===== config.mk =====
export PLATFORM = sky130hd
export DESIGN_NAME = pwl_activation_pipe
export DESIGN_NICKNAME = d
export VERILOG_FILES = /design/src/rtl/pwl_activation_pipe.sv
export SDC_FILE = /design/constraint.sdc
export NUM_CORES = 1
export LEC_CHECK = 0
export CAP_MARGIN = 20
export CORE_ASPECT_RATIO = 1.75
export CORE_UTILIZATION = 46
export CTS_CLUSTER_SIZE = 16
export DETAILED_ROUTE_END_ITERATION = 10
export PLACE_DENSITY = 0.69
export SETUP_SLACK_MARGIN = 0.3
export SLEW_MARGIN = 10
export SYNTH_ARGS = -nofsm -noshare
export SYNTH_HDL_FRONTEND = slang
export SYNTH_SLANG_ARGS = --single-unit

===== constraint.sdc =====
create_clock -name clk -period 5.75 [get_ports clk]
set_input_delay 0.575 -clock clk [delete_from_list [all_inputs] [get_ports clk]]
set_output_delay 0.575 -clock clk [all_outputs]
set_load 0.005 [all_outputs]

===== src/rtl/pwl_activation_pipe.sv =====
// Three-stage piecewise-linear activation: two LUT banks (sigmoid/tanh),
// base/next lookup, then interpolation over the low input bits.
module pwl_activation_pipe #(
    parameter int DATA_W = 8,
    parameter int ADDR_W = 4
) (
    input  logic              clk,
    input  logic              rst,
    input  logic              in_valid,
    output logic              in_ready,
    input  logic [DATA_W-1:0] in_z,
    input  logic              in_mode,
    output logic              out_valid,
    input  logic              out_ready,
    output logic [DATA_W-1:0] out_a,
    output logic              out_mode,
    input  logic              cfg_we,
    input  logic              cfg_bank,
    input  logic [ADDR_W-1:0] cfg_addr,
    input  logic [DATA_W-1:0] cfg_data
);
    localparam int FRAC_W  = DATA_W - ADDR_W;
    localparam int ENTRIES = 1 << ADDR_W;
    localparam int PROD_W  = DATA_W + 1 + FRAC_W;
    localparam logic [ADDR_W-1:0] TOP_IDX = ADDR_W'((1 << (ADDR_W - 1)) - 1);

    logic [DATA_W-1:0] r_lut [2][ENTRIES];

    logic              r_s1_valid;
    logic              r_s1_mode;
    logic [FRAC_W-1:0] r_s1_rem;
    logic [DATA_W-1:0] r_s1_base;
    logic [DATA_W-1:0] r_s1_next;

    logic                     r_s2_valid;
    logic                     r_s2_mode;
    logic [DATA_W-1:0]        r_s2_base;
    logic signed [PROD_W-1:0] r_s2_prod;

    logic              r_out_valid;
    logic [DATA_W-1:0] r_out_a;
    logic              r_out_mode;

    logic                     w_adv;
    logic [ADDR_W-1:0]        w_idx;
    logic [ADDR_W-1:0]        w_nidx;
    logic [DATA_W-1:0]        w_base;
    logic [DATA_W-1:0]        w_next;
    logic signed [DATA_W:0]   w_diff;
    logic signed [PROD_W-1:0] w_diff_x;
    logic signed [PROD_W-1:0] w_rem_x;
    logic signed [PROD_W-1:0] w_prod;

    assign w_adv    = !r_out_valid | out_ready;
    assign in_ready = w_adv & !rst;

    assign w_idx  = in_z[DATA_W-1:FRAC_W];
    assign w_nidx = w_idx + ADDR_W'(1);
    assign w_base = r_lut[in_mode][w_idx];
    // The most positive segment holds flat instead of wrapping negative.
    assign w_next = (w_idx == TOP_IDX) ? w_base : r_lut[in_mode][w_nidx];

    assign w_diff   = {r_s1_next[DATA_W-1], r_s1_next}
                    - {r_s1_base[DATA_W-1], r_s1_base};
    assign w_diff_x = {{FRAC_W{w_diff[DATA_W]}}, w_diff};
    assign w_rem_x  = {{(DATA_W + 1){1'b0}}, r_s1_rem};
    assign w_prod   = w_diff_x * w_rem_x;

    // Table writes ignore stalls; same-cycle lookups see the old entry.
    always_ff @(posedge clk) begin
        if (rst) begin
            for (int b = 0; b < 2; b++) begin
                for (int e = 0; e < ENTRIES; e++) begin
                    r_lut[b][e] <= '0;
                end
            end
        end else if (cfg_we) begin
            r_lut[cfg_bank][cfg_addr] <= cfg_data;
        end
    end

    always_ff @(posedge clk) begin
        if (rst) begin
            r_s1_valid  <= 1'b0;
            r_s1_mode   <= 1'b0;
            r_s1_rem    <= '0;
            r_s1_base   <= '0;
            r_s1_next   <= '0;
            r_s2_valid  <= 1'b0;
            r_s2_mode   <= 1'b0;
            r_s2_base   <= '0;
            r_s2_prod   <= '0;
            r_out_valid <= 1'b0;
            r_out_a     <= '0;
            r_out_mode  <= 1'b0;
        end else if (w_adv) begin
            r_s1_valid  <= in_valid;
            r_s1_mode   <= in_mode;
            r_s1_rem    <= in_z[FRAC_W-1:0];
            r_s1_base   <= w_base;
            r_s1_next   <= w_next;
            r_s2_valid  <= r_s1_valid;
            r_s2_mode   <= r_s1_mode;
            r_s2_base   <= r_s1_base;
            r_s2_prod   <= w_prod;
            r_out_valid <= r_s2_valid;
            r_out_mode  <= r_s2_mode;
            r_out_a     <= r_s2_base + DATA_W'(r_s2_prod >>> FRAC_W);
        end
    end

    assign out_valid = r_out_valid;
    assign out_a     = r_out_a;
    assign out_mode  = r_out_mode;
endmodule


==> results.cfg <==
[synth]
synth_area_um2 = 16600
yosys_warnings = 0
synth_edf_count = 256
ys_seq_area_share_pct = 52.33
syn-num-nets = 1346
ys_ff_latch = 306
synth-async-reset-ratio_pct = 0
synth_cells = 1267
ys_types = 57
synth_ff_type = edfxtp_1
synth_top_cell_by_area = edfxtp_1
synth_top_area_share_pct = 46.30
synth_area_leaders = edfxtp_1 46%, mux4_2 18%, dfxtp_1 6.0%
syn_area_per_cell_um2 = 13.10

[timing]
rsz0062_at_grt = no
slew_violations = 0
clock_skew_ns = 0.01284
tightest_slew_ns = 1.112
period_minus_slack_ns = 5.022
setup_viol = 0
hold_viol = 0
fin_ws_ns = 0.7284
fmax_mhz = 199.1
timing.final.crit_share_pct = 87.33
setup_tns_ns = 0
whs_ns = 0.4516
relSlewSlack_pct = 25.40

[clock_tree]
cts_max_level = 1
clockBufferDepth = 3
cts_buffers = 28
clk_pin_slew_worst_paths_ns = 0.07
clock_sinks = 306
root_buffer = clkbuf_16
cts_resized = 0
hold_buffers = 0
postCtsSetupBuffers = 0
cts_tree = done
clk_latency_ns = 0.57

[hold_path]
min_path_type = reg2reg

[finish]
area_growth_syn_to_layout_pct = 10.62
antenna_cells = 0
finalNonFillerCells = 1778
layout.nets = 1370
drive_above_1_share_pct = 17.59

[job]
max_cap_violations = 0

[critical_path]
worst-setup-path-type = reg2reg
cp_max_fo = 4
critPathCapture = r_s2_prod[11]
cp-startpoint = r_s1_base[1]
r2r_end = r_s2_prod[11]
r2r_cells = 19
cp_data_arrival_time_ns = 5.48
ff2ff_setup_slack_ns = 0.73
startpoint_type = flip-flop
cp.required_ns = 6.21
end_kind = flip-flop
r2r-start = r_s1_base[1]

[detailed_routing]
firstDrtPassIters = 6
viasPerCell = 6.154
drc = 0
drt_iter0_drc = 1003
via_count = 10940
wl_per_cell_um = 25.81
antenna_left = 0
drt-total-wl_um = 45900

[die]
die_y_um = 253.3
chipWidth_um = 145.6
ios = 38
rows = 91
core_area_um2 = 35410
die-area_um2 = 36890
start_util_pct = 46.89

[placed_design]
place_inst = 1725
gp_congestion = 0.9379
dp_slack_ns = 0.5791
dp.final_hpwl_um = 33260
io_buffers = 37

[power_and_ir_drop]
ir_drop_uv = 207.0
leakage_uw = 0.006486
pwr_density_cell_nw_per_um2 = 313.2

[global_route]
grt-ovfl-total = 0
grt_first_pass_wirelength_um = 68730
grt_pass1_vias = 11280
grt_max_degree = 70
grt.total_usage_pct = 25.39
antenna_found_initial = 0

[run_status]
status = finished clean
[power breakdown]
part	leakage (µW)	internal, µW	switching [µW]
clock network	0.000424	994	834
registers	0.00286	2590	105
logic	0.00320	542	689
total	0.00649	4120	1630
[state kept, by name, indices dropped and copies added (netlist names)]
| register | count |
|---|---|
| r_s1_next | 8 |
| r_s1_valid | 1 |
| out_mode | 1 |
| out_a | 8 |
| r_s2_valid | 1 |
| out_valid | 1 |
| r_s1_base | 8 |
| r_lut | 256 |
| r_s2_mode | 1 |
| r_s1_mode | 1 |
| r_s2_prod | 8 |
| r_s1_rem | 4 |
| r_s2_base | 8 |
[Yosys cell counts, types with 4 or more instances]
cell type and number:
a2111oi_0 7, a211oi_1 10, a21oi_1 33, and2_1 100, and3_1 4, buf_2 17
buf_4 10, buf_6 6, clkbuf_1 45, dfxtp_1 50, edfxtp_1 256, fa_1 17
ha_1 35, inv_1 60, mux2_2 10, mux2i_1 14, mux4_2 136, nand2_1 144
nand2b_1 10, nand3_1 29, nor2_1 115, nor2b_1 17, nor3_1 10, nor3b_1 7
o211ai_1 15, o21ai_0 45, xnor2_1 13, xor2_1 6
[layout make-up]
| cell class | count | area, µm² |
|---|---|---|
| multi-input combinational | 822 | 7322 |
| fill | 2984 | 17050 |
| tap | 465 | 581.8 |
| clock buffer | 35 | 726.9 |
| timing repair buffer | 73 | 666.9 |
| sequential | 306 | 8688 |
| inverter | 60 | 225.2 |
| clock inverter | 17 | 153.9 |
[metrics by stage]
step / power [µW] / util [%] / area [µm²]
after CTS: 5762 / 51.81 / 18350
after global placement: 3917 / 49.32 / 17470
final: 5752 / 51.86 / 18370
after global routing: 5969 / 51.86 / 18370
after detailed placement: 3959 / 49.32 / 17470
after floorplan: 3542 / - / 16600
[metal layers]
layer	up-vias	routed length (µm)	global-route usage, %
li1	4768	-	-
met1	5500	15340	27.02
met2	524	24560	47.20
met3	149	2656	2.757
met4	0	3341	17.02
met5	-	0	0
[kinds of logic (layout without fill, tap and decap cells)]
logic type                 count (synthesis)  after routing  synth area share (%)
and+or+nand+nor                          450            450                 12.88
DFF                                      306            306                 52.33
muxes                                    160            160                 19.97
AOI/OAI and AO/OA                        141            141                 5.358
buffers and inverters                    139            185                 3.768
adders and majority gates                 52             52                 4.688
xor gates and xnor gates                  19             19                 1.002
[cells in the final DEF, fill, tap and decap left out, types with 38 or more instances in the layout]
cell type / count
nor2_1: 115
and2_1: 100
nand2_1: 144
inv_1: 60
o21ai_0: 38
mux4_2: 136
edfxtp_1: 256
dfxtp_1: 50
[worst min path at each step]
stage	to	depth (start not counted)	from	slack [ns]
5_1_grt	r_s1_mode	2	r_s1_mode	0.47
3_5_place_dp	r_s1_mode	2	r_s1_mode	0.45
4_1_cts	r_s1_mode	2	r_s1_mode	0.45
3_3_place_gp	r_s1_valid	2	r_s1_valid	0.44
2_1_floorplan	r_s1_next[0]	2	r_s1_next[0]	0.43
6_report	r_s1_mode	2	r_s1_mode	0.45
[worst max-delay path, stage by stage, from the launching register on]
cell      delay, ns
dfxtp_1        0.39
inv_1          0.08
ha_1           0.27
nor2b_1        0.14
o21ai_0        0.11
a21boi_0       0.28
o21ai_1        0.15
a22oi_1        0.51
mux2i_1        0.25
ha_1           0.26
fa_1           0.51
inv_1          0.05
fa_1           0.49
inv_1          0.04
ha_1           0.34
nand3_1        0.13
nor3b_1        0.27
nor3_1         0.10
or3_1          0.31
a32o_1         0.24
Note: power is estimated with default switching activity, not from simulation.
